**src/rtl/uart_pkg.sv**
```systemverilog
// Shared constants for the UART transmit arbiter and related shared-resource blocks.
package uart_pkg;

  localparam int unsigned BYTE_W = 8;

  typedef enum logic [1:0] {
    IDLE      = 2'b00,
    WAIT_BUSY = 2'b01,
    WAIT_IDLE = 2'b11
  } arb_state_e;

endpackage

```
**src/rtl/rr_pick.sv**
```systemverilog
// Combinational round-robin selector: first set request searching upward from ptr, wrapping modulo N.
module rr_pick #(
  parameter int unsigned N = 4
) (
  input  logic [N-1:0]         req_valid_i,
  input  logic [$clog2(N)-1:0] ptr_i,
  output logic [$clog2(N)-1:0] sel_c_o,
  output logic                 any_c_o
);

  localparam int unsigned IW = $clog2(N);

  logic [IW-1:0] idx;

  // Explicit modulo keeps the wrap correct when N is not a power of two.
  always_comb begin
    sel_c_o = '0;
    any_c_o = 1'b0;
    idx     = '0;
    for (int unsigned k = 0; k < N; k++) begin
      idx = IW'((32'(ptr_i) + k) % N);
      if (!any_c_o && req_valid_i[idx]) begin
        any_c_o = 1'b1;
        sel_c_o = idx;
      end
    end
  end

endmodule

```
**src/rtl/uart_tx_arbiter.sv**
```systemverilog
// Round-robin sharing of one UART transmitter among NREQ byte requesters,
// with a Send/Busy handshake, one-cycle acknowledge and a Busy watchdog.
module uart_tx_arbiter
  import uart_pkg::*;
#(
  parameter int unsigned NREQ    = 4,
  parameter int unsigned TIMEOUT = 8
) (
  input  logic                     Clk,
  input  logic                     Reset,
  input  logic [NREQ-1:0]          Req_Valid,
  input  logic [BYTE_W*NREQ-1:0]   Req_Data,
  output logic [NREQ-1:0]          Req_Ack,
  output logic [NREQ-1:0]          Grant,
  output logic [BYTE_W-1:0]        Tx_Data,
  output logic                     Tx_Send,
  input  logic                     Tx_Busy,
  output logic                     Error
);

  localparam int unsigned IW = $clog2(NREQ);
  localparam int unsigned TW = $clog2(TIMEOUT);

  arb_state_e          state_q, state_d;
  logic [IW-1:0]       ptr_q, ptr_d;
  logic [IW-1:0]       sel_q, sel_d;
  logic [TW-1:0]       timer_q, timer_d;
  logic                hold_q, hold_d;
  logic [NREQ-1:0]     ack_q, ack_d;
  logic [NREQ-1:0]     grant_q, grant_d;
  logic [BYTE_W-1:0]   data_q, data_d;
  logic                send_q, send_d;
  logic                error_q, error_d;

  logic [IW-1:0]       pick_sel;
  logic                pick_any;
  logic [BYTE_W-1:0]   req_bytes [NREQ];

  for (genvar g = 0; g < NREQ; g++) begin : g_unpack
    assign req_bytes[g] = Req_Data[g*BYTE_W +: BYTE_W];
  end

  rr_pick #(
    .N (NREQ)
  ) u_pick (
    .req_valid_i (Req_Valid),
    .ptr_i       (ptr_q),
    .sel_c_o     (pick_sel),
    .any_c_o     (pick_any)
  );

  always_ff @(posedge Clk) begin
    if (Reset) begin
      state_q <= IDLE;
      ptr_q   <= '0;
      sel_q   <= '0;
      timer_q <= '0;
      hold_q  <= 1'b0;
      ack_q   <= '0;
      grant_q <= '0;
      data_q  <= '0;
      send_q  <= 1'b0;
      error_q <= 1'b0;
    end else begin
      state_q <= state_d;
      ptr_q   <= ptr_d;
      sel_q   <= sel_d;
      timer_q <= timer_d;
      hold_q  <= hold_d;
      ack_q   <= ack_d;
      grant_q <= grant_d;
      data_q  <= data_d;
      send_q  <= send_d;
      error_q <= error_d;
    end
  end

  // Next-state and registered-output logic; Ack and Error are single-cycle pulses.
  always_comb begin
    state_d = state_q;
    ptr_d   = ptr_q;
    sel_d   = sel_q;
    timer_d = timer_q;
    hold_d  = hold_q;
    ack_d   = '0;
    grant_d = grant_q;
    data_d  = data_q;
    send_d  = send_q;
    error_d = 1'b0;

    unique case (state_q)
      IDLE: begin
        // A transmitter still busy from a previous byte or another user blocks new grants.
        if (pick_any && !Tx_Busy) begin
          sel_d           = pick_sel;
          data_d          = req_bytes[pick_sel];
          send_d          = 1'b1;
          grant_d         = '0;
          grant_d[pick_sel] = 1'b1;
          timer_d         = TW'(TIMEOUT - 1);
          state_d         = WAIT_BUSY;
        end
      end

      WAIT_BUSY: begin
        // Busy takes priority over an expiring timer.
        if (Tx_Busy) begin
          send_d       = 1'b0;
          ack_d[sel_q] = 1'b1;
          hold_d       = 1'b1;
          state_d      = WAIT_IDLE;
        end else if (timer_q == '0) begin
          send_d  = 1'b0;
          error_d = 1'b1;
          hold_d  = 1'b1;
          state_d = WAIT_IDLE;
        end else begin
          timer_d = timer_q - TW'(1);
        end
      end

      WAIT_IDLE: begin
        // hold skips one Busy sample to cover the transmitter's Send input register.
        if (hold_q) begin
          hold_d = 1'b0;
        end else if (!Tx_Busy) begin
          grant_d = '0;
          ptr_d   = (sel_q == IW'(NREQ - 1)) ? '0 : sel_q + IW'(1);
          state_d = IDLE;
        end
      end

      default: begin
        state_d = IDLE;
      end
    endcase
  end

  assign Req_Ack = ack_q;
  assign Grant   = grant_q;
  assign Tx_Data = data_q;
  assign Tx_Send = send_q;
  assign Error   = error_q;

endmodule

```
**config.mk**
```make
export PLATFORM = sky130hd
export DESIGN_NAME = uart_tx_arbiter
export DESIGN_NICKNAME = d
export VERILOG_FILES = /design/src/rtl/uart_pkg.sv /design/src/rtl/rr_pick.sv /design/src/rtl/uart_tx_arbiter.sv
export SDC_FILE = /design/constraint.sdc
export NUM_CORES = 1
export LEC_CHECK = 0
export CAP_MARGIN = 20
export CORE_ASPECT_RATIO = 1.2
export CORE_MARGIN = 2
export CORE_UTILIZATION = 48
export CTS_BUF_LIST = sky130_fd_sc_hd__clkbuf_8
export DETAILED_ROUTE_END_ITERATION = 8
export GPL_TIMING_DRIVEN = 0
export PLACE_DENSITY = 0.95
export SETUP_SLACK_MARGIN = 0.2
export SYNTH_ARGS = -nofsm -noshare
export SYNTH_HDL_FRONTEND = slang
export SYNTH_HIERARCHICAL = 1
export SYNTH_SLANG_ARGS = --single-unit
```
**constraint.sdc**
```tcl
create_clock -name Clk -period 5.95 [get_ports Clk]
set_input_delay 1.19 -clock Clk [delete_from_list [all_inputs] [get_ports Clk]]
set_output_delay 1.19 -clock Clk [all_outputs]
set_load 0.01 [all_outputs]
```
# Word level (Yosys, flattened, before mapping)

Cells that the tools add are included.
W data, S select, Z words.

$add $sub $neg: 5
Magnitude comparators: 9
Equality and inequality tests: 9
Multiplexer cells: 46
Bitwise operators: 4
Reductions and logical operators: 24

Operators by type and width:

| cell                  | number |
|---|---|
| $mux W2               | 10 |
| $lt A2 B3 Y1 const B  | 6 |
| $bmux W8 S2           | 1 |
| $mux W1               | 16 |
| $mux W8               | 2 |
| $mux W4               | 3 |
| $reduce_and A4 Y1     | 3 |
| $ne A2 B2 Y1 const B  | 5 |
| $mux W3               | 3 |
| $bmux W1 S2           | 4 |
| $pmux W4 S2           | 1 |
| $logic_and A1 B1 Y1   | 6 |
| $pmux W2 S3           | 1 |
| $pmux W3 S2           | 1 |
| $reduce_and A3 Y1     | 2 |
| $reduce_bool A2 Y1    | 3 |
| $reduce_or A3 Y1      | 2 |
| $add A2 B1 Y2 const B | 2 |
| $add A2 B2 Y2 const B | 2 |
| $demux W1 S2          | 2 |
| $eq A2 B2 Y1 const B  | 2 |
| $ge A2 B1 Y1 const B  | 2 |
| $logic_not A1 Y1      | 4 |
| $pmux W1 S2           | 2 |
| 9 further kinds       | 12 |

Flip-flop bits (word level): 28
Input port bits: 39
Logic and storage cells: 107

# Longest topological paths before layout

Gate-level depths: netlist of the first run.

Depth after elaboration: 18
Gate-level depth with buffers: 8
Depth with buffers taken out: 6

# Cells and area by module

Netlist of the first run, hierarchy kept.

Modules (own cells, without submodules):

| module          | times used | cells each | area each (sq um) | sequential area each (sq um) |
|---|---|---|---|---|
| uart_tx_arbiter | 1          | 132        | 1326.3            | 560.5 |
| rr_pick         | 1          | 15         | 77.6              | 0.0 |

# Worst setup path before layout of the first run

OpenSTA, ideal clock, no wires.

Path kind: input -> register
From: in Req_Valid[1]
To: reg data_q[3] (netlist: Tx_Data[3])
Data arrival time: 2.709 ns
Setup slack: 3.109 ns
Cell stages on the path: 7
Path buffers: 1
Path through: inv_1 a221o_1 a21oi_1 buf_4 mux4_2 nand2_1 a21oi_1

Longest elaborated chain between the ends: 16
Elaborated cells on any way between the ends: 28
Classes of those cells: mux (19); bitwise (1); reduce/logical (8)

Ends and longest elaborated chain:

| item                                            | RTL line              | source |
|---|---|---|
| start, declared                                 | uart_tx_arbiter.sv:11 | `input logic [NREQ-1:0] Req_Valid,` |
| $bmux W1 S2                                     | rr_pick.sv:22         | `if (!any_c_o && req_valid_i[idx]) begin` |
| $mux W1 (implied by the code)                   | rr_pick.sv:22         |  |
| $mux W1                                         | rr_pick.sv:22         |  |
| $logic_not A1 Y1                                | rr_pick.sv:22         |  |
| $logic_and A1 B1 Y1                             | rr_pick.sv:22         |  |
| $mux W1                                         | rr_pick.sv:22         |  |
| $logic_not A1 Y1                                | rr_pick.sv:22         |  |
| $logic_and A1 B1 Y1                             | rr_pick.sv:22         |  |
| $mux W1                                         | rr_pick.sv:22         |  |
| $logic_not A1 Y1                                | rr_pick.sv:22         |  |
| $logic_and A1 B1 Y1                             | rr_pick.sv:22         |  |
| $mux W2 (*)                                     | rr_pick.sv:22         |  |
| net pick_sel[0]                                 | uart_tx_arbiter.sv:35 | `logic [IW-1:0] pick_sel;` |
| $not A2 Y3 (implied by the code) (*)            | uart_tx_arbiter.sv:96 | `data_d = req_bytes[pick_sel];` |
| $bmux W8 S2 (*)                                 | uart_tx_arbiter.sv:96 |  |
| $mux W8 (implied by the code) (*) (2 in series) | uart_tx_arbiter.sv:96 |  |
| end signal, assigned                            | uart_tx_arbiter.sv:72 | `data_q <= data_d;` |
| end, declared                                   | uart_tx_arbiter.sv:31 | `logic [BYTE_W-1:0] data_q, data_d;` |

The timed path passes the listed nets; every way through them passes the cells marked *. The select of a mux whose other input is x is not followed.
A chain may end at the register's enable or synchronous reset.

# Worst setup path after layout of the first run

Same ends and word-level chain as after synthesis.

==> run metrics, run 1 <==
status=finished clean; total gr overflow=0; CP delay by family, top=buffers and inverters; Die Area=3380 um^2; Hold WC Path Type=register to register; final instance area=just over 2000 um^2; slew of the pin with the lowest slew margin=0.538 ns; ANT nets after route=0; leak pwr=just under 0.8 nW; layout cell share with drive strength beyond 1=between 10% and 20%; Reg-to-Reg End=Tx_Data[3]; Slowest-stage cell, CP=mux4_2; Hold Path Depth=2; worst reg2reg path depth=7; fin. max-slew vios=0; max_cap viols=0; post-CTS sizing=0; Die Span Y=~63 um; register-to-register setup slack=3.74 ns; number of global-route vias before repair=1399; minimum clock period=3.25 ns; Worst Hold End=Tx_Data[4]; DP HPWL=2780 um; Starting Density=around half; crit path cell chain=clkdlybuf4s50_1, inv_1, a221o_1, a21oi_1, buf_4, mux4_2, nand2_1, a21oi_1; core area=around 2800 um^2; # fillers=200; H-tree levels=1; dpl cell area=approximately 2000 um^2; CTS tree=done; VDD IR max=~0.00016 V; most frequent CP cell=a21oi_1; first-pass GRT wire length=5940 um; initial drt markers=36; startpoint class of the critical path=input pin; slowest stage delay, CP=between 0.5 and 0.6 ns; Critical Path RT=just over 6 ns; FMAX=between 0.3 and 0.4 GHz; Layout Skew=approximately 0.0040 ns; via/cell ratio=about 5.5; antenna violations before repair=0; Synthesis Warnings=6; Antenna diodes=0; Wirelength per Cell=~15 um; drt total wl=3660 um; register area share after synthesis=39.9%; Bufs and invs on worst path=3; crit end category=register; Final Hold Viols=0; Crit Path Max Fanout=10; clk slew on worst S/H paths=0.10 ns; Seq cells post-synth=28; DRT Pass-1 Iters=4; via count=1316; CP Class=input pin to register; pre-CTS setup slack=approximately 2.4 ns; final cell count without fillers=roughly 240; HP Start=Tx_Data[4]; FF-to-FF Start=ptr_q[0]; PnR Total Power=about 0.45 mW; Gate Count Post-Synth=about 150; CTS buffer count=3; IO buf count=56; clock buffer depth=2; RSZ-0062 raised after global routing=false; synthesis-to-finish area growth=46.9%; largest net degree at the start of global routing=16; crit share post-route=approximately 55%; final worst slack=~2.7 ns; max_slew headroom=between 60 and 70%; Power per Cell Area=218 nW/um^2; drc violations=0; row cnt=21; Die Wd=between 50 and 60 um; CP arrival=between 3 and 4 ns; placed cells=~240; I/O pins=57; final setup vio count=0; CTS Sinks=28; Mapped Nets=between 150 and 200; Cell Area, Synth=1400 um^2; mean post-synth cell area=9.55 um^2; clock latency on the worst-skew pair=about 0.28 ns; setup total negative slack=0 ns; quantity of hold-fixing buffers added after cts=0; Root Buffer=clkbuf_8; total track usage=about a quarter; gp weighted congestion=around 0.74; # nets final=around 250; Post-CTS Setup Bufs=0; Yosys cell types=36
## through the flow
step | hold slack (ns) | utilization, %
floorplan | 0.442 | -
global placement | 0.441 | 72.1
detailed placement | 0.448 | 72.1
CTS | 0.469 | 74.0
global route | 0.486 | 74.0
finish | 0.468 | 74.0
## routing by layer
| layer | track usage, % | wire, um |
|---|---|---|
| met5 | 0 | 0 |
| met4 | 10.6 | 35 |
| met3 | 3.32 | 174 |
| met2 | 43.4 | 2030 |
| met1 | 25.1 | 1420 |
## layout make-up
type / instances / area [um^2] / area share, %
plain buffers: 7 / 48.8 / 2.37
clock buffers: 4 / 55.1 / 2.67
inverters: 11 / 41.3 / 2.00
multi-input cells: 101 / 753 / 36.5
flip-flops and latches: 28 / 561 / 27.2
well taps: 34 / 42.5 / 2.06
repair buffers: 56 / 561 / 27.2
## cell usage in the layout (no fill, tap or decap), types with 2 or more instances in the layout
master / n
a211oi_1: 2
a21oi_1: 18
a22o_1: 2
a32o_1: 2
and2_1: 5
buf_2: 3
buf_6: 2
clkbuf_8: 4
clkdlybuf4s50_1: 56
dfxtp_1: 28
ha_1: 6
inv_1: 10
mux2i_1: 2
mux4_2: 8
nand2_1: 23
nor2_1: 8
nor3_1: 5
o21ai_0: 3
## cells in the mapped netlist, drive strengths merged
| cell type | n | area share, % |
|---|---|---|
| a22o | 2 | 1.2 |
| nor4b | 1 | 0.62 |
| o211ai | 1 | 0.53 |
| nand2 | 23 | 6.1 |
| a311oi | 1 | 0.62 |
| o2bb2ai | 1 | 0.62 |
| a32o | 2 | 1.4 |
| ha | 6 | 5.3 |
| mux2i | 2 | 1.4 |
| o21bai | 1 | 0.53 |
| nor2 | 8 | 2.1 |
| nand2b | 2 | 1.1 |
| a31o | 1 | 0.62 |
| buf | 6 | 3.2 |
| nand3 | 1 | 0.36 |
| a211oi | 2 | 1.1 |
| dfxtp | 28 | 40 |
| mux4 | 8 | 13 |
| inv | 11 | 2.9 |
| a21oi | 19 | 7.0 |
| o221ai | 1 | 0.62 |
| a221o | 1 | 0.71 |
| o21ai | 3 | 1.1 |
| and2 | 5 | 2.2 |
| clkbuf | 1 | 0.27 |
| nor3 | 7 | 3.7 |
| nor2b | 2 | 1.1 |
| and2b | 1 | 0.62 |
## state kept, by name, summed over array words and instances (netlist names)
register  cells
state_q       2
Error         1
ptr_q         2
Tx_Send       1
sel_q         2
hold_q        1
Tx_Data       8
Grant         4
timer_q       3
Req_Ack       4
## worst reg2reg max path: stages (launching register included)
cell and delay, ns:
dfxtp_1 0.42, inv_2 0.05, a221o_1 0.31, a21oi_1 0.34, buf_4 0.29, mux4_2 0.54
nand2_1 0.09, a21oi_1 0.06
## power by group
group / total (mW) / internal (mW) / switching [mW]
clock network: 0.120 / 0.0593 / 0.0607
registers: 0.211 / 0.201 / 0.0102
logic: 0.119 / 0.0672 / 0.0518
total: 0.450 / 0.327 / 0.123
## how the worst max path moves through the flow
stage / from / endpoint / slack [ns] / cells past startpoint
floorplan: Req_Valid[1] / Tx_Data[3] / 3.11 / 7
global placement: Req_Valid[1] / Tx_Data[3] / 2.44 / 8
detailed placement: Req_Valid[1] / Tx_Data[6] / 2.39 / 8
CTS: Req_Valid[1] / Tx_Data[3] / 2.68 / 8
global route: Req_Valid[1] / Tx_Data[3] / 2.57 / 8
finish: Req_Valid[1] / Tx_Data[3] / 2.70 / 8
## cells by family (layout without fill, tap and decap cells)
logic type | after synthesis | after routing | synth area share (%)
AO/OA/AOI/OAI | 35 | 35 | 16.1
multiplexers | 10 | 10 | 14.3
flip-flops | 28 | 28 | 39.9
adder cells (fa/ha/maj) | 6 | 6 | 5.35
buffers and inverters | 18 | 78 | 6.42
AND/OR/NAND/NOR | 50 | 50 | 17.9
Note: power is estimated with default switching activity, not from simulation.
==> inputs of run 2 (changes only) <==
--- a/config.mk
+++ b/config.mk
@@ -8,11 +8,11 @@
 export CAP_MARGIN = 20
 export CORE_ASPECT_RATIO = 1.2
 export CORE_MARGIN = 2
-export CORE_UTILIZATION = 48
+export CORE_UTILIZATION = 44
 export CTS_BUF_LIST = sky130_fd_sc_hd__clkbuf_8
 export DETAILED_ROUTE_END_ITERATION = 8
 export GPL_TIMING_DRIVEN = 0
-export PLACE_DENSITY = 0.95
+export PLACE_DENSITY = 0.91
 export SETUP_SLACK_MARGIN = 0.2
 export SYNTH_ARGS = -nofsm -noshare
 export SYNTH_HDL_FRONTEND = slang
==> constraint.sdc (replaced) <==
create_clock -name Clk -period 3.2 [get_ports Clk]
set_input_delay 0.64 -clock Clk [delete_from_list [all_inputs] [get_ports Clk]]
set_output_delay 0.64 -clock Clk [all_outputs]
set_load 0.01 [all_outputs]
==> run 2 against run 1 <==
  * Critical path depth unchanged
  * Sequential cell count unchanged
  * Clock power increased by 57%
  * Non-clock buffer count unchanged
  * Sequential share of layout area increased by 0.15 points
  * Sequential power increased by 85%
  * Design area decreased by 0.55%
  * Wire length decreased by 1.9%
  * Largest power group unchanged
==> run metrics, run 2 (same netlist as run 1, synthesis figures left out) <==
row cnt=22 (+4.8%); fin. max-slew vios=0 (unchanged); layout cell share with drive strength beyond 1=12.1% (-0.42 points); Power per Cell Area=390 nW/um^2 (+79%); Die Wd=55.6 um (+4.1%); slew of the pin with the lowest slew margin=0.546 ns (+0.00821 ns); Final Hold Viols=0 (unchanged); pre-CTS setup slack=0.157 ns (-2.23 ns); max_slew headroom=63.2% (-0.55 points); final core utilization=67.1% (-6.9 points); antenna violations before repair=0 (unchanged); post-CTS sizing=0 (unchanged); Post-CTS Setup Bufs=0 (unchanged); DP HPWL=2770 um (-0.45%); clk slew on worst S/H paths=0.09 ns (about the same); Sw Share=27.1% (-0.20 points); Root Buffer=clkbuf_8; Min Hold Slack=0.461 ns (-0.00738 ns); PnR Total Power=0.799 mW (+78%); drc violations=0 (unchanged); gp weighted congestion=0.772 (+4.2%); # fillers=255 (+28%); quantity of hold-fixing buffers added after cts=0 (unchanged); largest net degree at the start of global routing=15 (-1); CTS tree=done; total gr overflow=0 (unchanged); Register Area=561 um^2 (unchanged); max reg flops=8 (unchanged); core area=3060 um^2 (+9.7%); via/cell ratio=5.37 (-1.7%); clock latency on the worst-skew pair=0.27 ns (about the same); DRT Pass-1 Iters=4 (unchanged); first-pass GRT wire length=5780 um (-2.7%); Internal=0.583 mW (+78%); most frequent cells in the layout=clkdlybuf4s50_1 (56), dfxtp_1 (28), nand2_1 (23); IO buf count=56 (unchanged); Wirelength per Cell=14.8 um (-2.3%); status=finished clean; met2 Track Usage GR=41.4% (-2.0 points); VDD IR max=0.000289 V (+78%); global-route met1 utilization=20.0% (-5.1 points); Layout Skew=0.00140 ns (-0.00261 ns); Multi-input gate area=753 um^2 (unchanged); Die Area=3660 um^2 (+8.5%); setup total negative slack=0 ns (unchanged); busiest grt layer=met2; final worst slack=0.460 ns (-2.24 ns); ANT nets after route=0 (unchanged); Critical Path RT=3.35 ns (-2.75 ns); Die Span Y=65.9 um (+4.2%); max_cap viols=0 (unchanged); number of global-route vias before repair=1269 (-9.3%); total track usage=20.5% (-3.0 points); minimum clock period=between 2 and 3 ns; met3 Use GR=3.91% (+0.60 points); crit share post-route=a little under nine tenths; Antenna diodes=0 (unchanged); synthesis-to-finish area growth=46.1%; startpoint class of the critical path=input pin; final setup vio count=0 (unchanged); H-tree levels=1 (unchanged); power share of the clock group=23.5% (-3.2 points); CP Class=input pin to register; Starting Density=45.9% (-4.5 points); Combinational Power Share=27.5% (+1.0 points); CTS Sinks=28 (unchanged); FMAX=around 0.36 GHz; Hold WC Path Type=register to register; initial drt markers=47 (+31%); via count=1299 (-1.3%); CTS buffer count=3 (unchanged); commonest non-fill, non-tap cell in the layout=clkdlybuf4s50_1; share of power burned in registers=48.9% (+2.0 points); sw power=0.216 mW (+76%); # nets final=253 (unchanged); drt total wl=3590 um (-1.9%); I/O pins=57 (unchanged); leak pwr=0.762 nW (-0.93%); CP arrival=2.89 ns (-0.51 ns); Crit Path Max Fanout=10 (unchanged); RSZ-0062 raised after global routing=false; crit end category=register; clock buffer depth=2 (unchanged)
[run 2: stage by stage]
step	instances	cell area (um^2)
floorplan	147	1400
global placement	239	2010
CTS	242	2050
global route	242	2050
finish	242	2050
detailed placement	239	2010
[run 2: critical path: stages]
cell,delay [ns]
clkdlybuf4s50_1,0.51
inv_1,0.07
a221o_1,0.34
a21oi_1,0.36
buf_4,0.30
mux4_2,0.52
nand2_1,0.09
a21oi_1,0.06
[run 2: worst paths after layout]
| path | startpoint | to | slack, ns | cells after the start |
|---|---|---|---|---|
| worst max-delay path | Req_Valid[1] | Tx_Data[7] | 0.46 | 8 |
| worst min register to register | Tx_Data[3] | Tx_Data[3] | 0.46 | 2 |
| worst min-delay path | Tx_Data[3] | Tx_Data[3] | 0.46 | 2 |
| worst max register to register | ptr_q[0] | Tx_Data[7] | 0.98 | 7 |
[run 2: power groups by stage]
| stage | clock network [mW] | registers, mW | logic, mW |
|---|---|---|---|
| after floorplan | 0 | 0.403 | 0.112 |
| final | 0.188 | 0.391 | 0.220 |
| after detailed placement | 0 | 0.399 | 0.218 |
| after global routing | 0.207 | 0.395 | 0.240 |
| after global placement | 0 | 0.398 | 0.211 |
| after CTS | 0.192 | 0.391 | 0.221 |
[run 2: cell type report]
| type | count | share of cell area (%) |
|---|---|---|
| flip-flops and latches | 28 | 27.3 |
| multi-input cells | 101 | 36.7 |
| well taps | 36 | 2.20 |
| repair buffers | 56 | 27.3 |
| inverters | 11 | 2.01 |
| plain buffers | 7 | 2.38 |
| clock buffers | 3 | 2.01 |
[run 2: metal layers]
metal / vias up / wire (um)
li1: 637 / -
met1: 596 / 1330
met2: 58 / 2010
met3: 8 / 174
met4: 0 / 76
met5: - / 0
==> inputs of run 3 (changes only) <==
--- a/config.mk
+++ b/config.mk
@@ -7,11 +7,12 @@
 export LEC_CHECK = 0
 export CAP_MARGIN = 20
 export CORE_ASPECT_RATIO = 1.2
-export CORE_MARGIN = 2
 export CORE_UTILIZATION = 44
 export CTS_BUF_LIST = sky130_fd_sc_hd__clkbuf_8
+export CTS_CLUSTER_SIZE = 24
 export DETAILED_ROUTE_END_ITERATION = 8
 export GPL_TIMING_DRIVEN = 0
+export MAX_ROUTING_LAYER = met4
 export PLACE_DENSITY = 0.91
 export SETUP_SLACK_MARGIN = 0.2
 export SYNTH_ARGS = -nofsm -noshare
==> run 3 against run 2 <==
  * The run now ends with design-rule violations left
  * Design area stayed put
  * Combinational power is 2% lower
  * Clock skew is 0.0049 ns higher
  * Power hardly changed
  * Critical endpoint is now Tx_Data[4]
  * Fmax is 2.2% higher
  * Sequential power hardly changed
  * Clock power hardly changed
  * Die area is 6.5% lower
==> run metrics, run 3 (same netlist as run 1, synthesis figures left out) <==
status=finished with violations; failing checks=design-rule violations; I/O pins=57 (unchanged); Wirelength per Cell=12.9 um (-13%); # fillers=225 (-12%); Critical Path RT=3.35 ns (about the same); Die Wd=53.6 um (-3.6%); minimum clock period=2.68 ns (-0.0596 ns); max_cap viols=0 (unchanged); first-pass GRT wire length=5040 um (-13%); ANT nets after route=0 (unchanged); VDD IR max=0.000294 V (+1.8%); # nets final=253 (unchanged); FMAX=0.373 GHz (+2.2%); clk slew on worst S/H paths=0.09 ns (about the same); DRT Pass-1 Iters=7 (+3); CP Class=input pin to register; final instance area=2050 um^2 (unchanged); Antenna diodes=0 (unchanged); crit end category=register; leak pwr=0.762 nW (unchanged); DP HPWL=2540 um (-8.3%); clock latency on the worst-skew pair=0.28 ns (about the same); synthesis-to-finish area growth=46.1% (unchanged); Layout Skew=0.00634 ns (+0.00493 ns); core area=3060 um^2 (unchanged); Die Area=3420 um^2 (-6.5%); commonest non-fill, non-tap cell in the layout=clkdlybuf4s50_1; Crit Path Max Fanout=10 (unchanged); antenna violations before repair=0 (unchanged); Starting Density=45.9% (unchanged); final setup vio count=0 (unchanged); Multi-input gate area=753 um^2 (unchanged); drc violations=1 (+1); H-tree levels=1 (unchanged); number of global-route vias before repair=1176 (-7.3%); Post-CTS Setup Bufs=0 (unchanged); Root Buffer=clkbuf_8; total gr overflow=0 (unchanged); via count=1274 (-1.9%); fin. max-slew vios=0 (unchanged); setup total negative slack=0 ns (unchanged); post-CTS sizing=0 (unchanged); CP arrival=2.84 ns (-0.05 ns); Min Hold Slack=0.458 ns (-0.00267 ns); most frequent cells in the layout=clkdlybuf4s50_1 (56), dfxtp_1 (28), nand2_1 (23); dpl cell area=2010 um^2 (unchanged); startpoint class of the critical path=input pin; Hold WC Path Type=register to register; Register Area=561 um^2 (unchanged); drt total wl=3110 um (-13%); quantity of hold-fixing buffers added after cts=0 (unchanged); final core utilization=67.1% (unchanged); row cnt=22 (unchanged); slew of the pin with the lowest slew margin=0.501 ns (-0.0448 ns); clock buffer depth=2 (unchanged); total track usage=20.2% (-0.27 points); via/cell ratio=5.26 (-1.9%); Power per Cell Area=389 nW/um^2 (about the same); CTS tree=done; CTS buffer count=3 (unchanged); IO buf count=56 (unchanged); Final Hold Viols=0 (unchanged); Die Span Y=63.9 um (-3.0%); initial drt markers=35 (-26%); crit share post-route=83.8% (-1.9 points); gp weighted congestion=0.788 (+2.1%); largest net degree at the start of global routing=15 (unchanged); RSZ-0062 raised after global routing=false; CTS Sinks=28 (unchanged); layout cell share with drive strength beyond 1=12.1% (unchanged); max reg flops=8 (unchanged); max_slew headroom=66.3% (+3.0 points)
==> run 3: cell counts in the layout (fill, tap and decap cells not counted) <==
Identical to the previous run, type by type.
==> run 3: where the power goes <==
group	switching, mW	leakage [nW]	internal [mW]
combinational	0.0910	0.512	0.125
sequential	0.0183	0.229	0.373
clock	0.107	0.0216	0.0847
==> run 3: layout make-up <==
class / count / share of cell area [%]
multi-input cells: 101 / 36.7
flip-flops and latches: 28 / 27.3
repair buffers: 56 / 27.3
plain buffers: 7 / 2.38
well taps: 36 / 2.20
clock buffers: 3 / 2.01
inverters: 11 / 2.01
==> run 3: critical path: stages <==
cell             delay, ns
clkdlybuf4s50_1       0.49
inv_1                 0.07
a221o_1               0.34
a21oi_1               0.35
buf_4                 0.29
mux4_2                0.51
nand2_1               0.09
a21oi_1               0.06
==> run 3: through the flow <==
stage / power, mW / std cells / setup slack [ns]
global placement: 0.608 / 239 / 0.231
detailed placement: 0.616 / 239 / 0.214
floorplan: 0.515 / 147 / 0.909
global route: 0.840 / 242 / 0.359
CTS: 0.800 / 242 / 0.509
finish: 0.799 / 242 / 0.519
==> run 3: final timing paths <==
| check | start | end | slack, ns | cells after the start |
|---|---|---|---|---|
| max | Req_Valid[1] | Tx_Data[4] | 0.52 | 8 |
| min | Tx_Data[2] | Tx_Data[2] | 0.46 | 2 |
| max reg2reg | ptr_q[0] | Tx_Data[4] | 1.03 | 7 |
| min reg2reg | Tx_Data[2] | Tx_Data[2] | 0.46 | 2 |
==> run 3: per-layer routing <==
| metal | global-route usage, % | routed length [um] | up-vias |
|---|---|---|---|
| met5 | - | 0 | - |
| met4 | 8.55 | 43 | 0 |
| met3 | 1.43 | 71 | 5 |
| met2 | 34.8 | 1710 | 38 |
| met1 | 23.3 | 1290 | 593 |
| li1 | - | - | 638 |
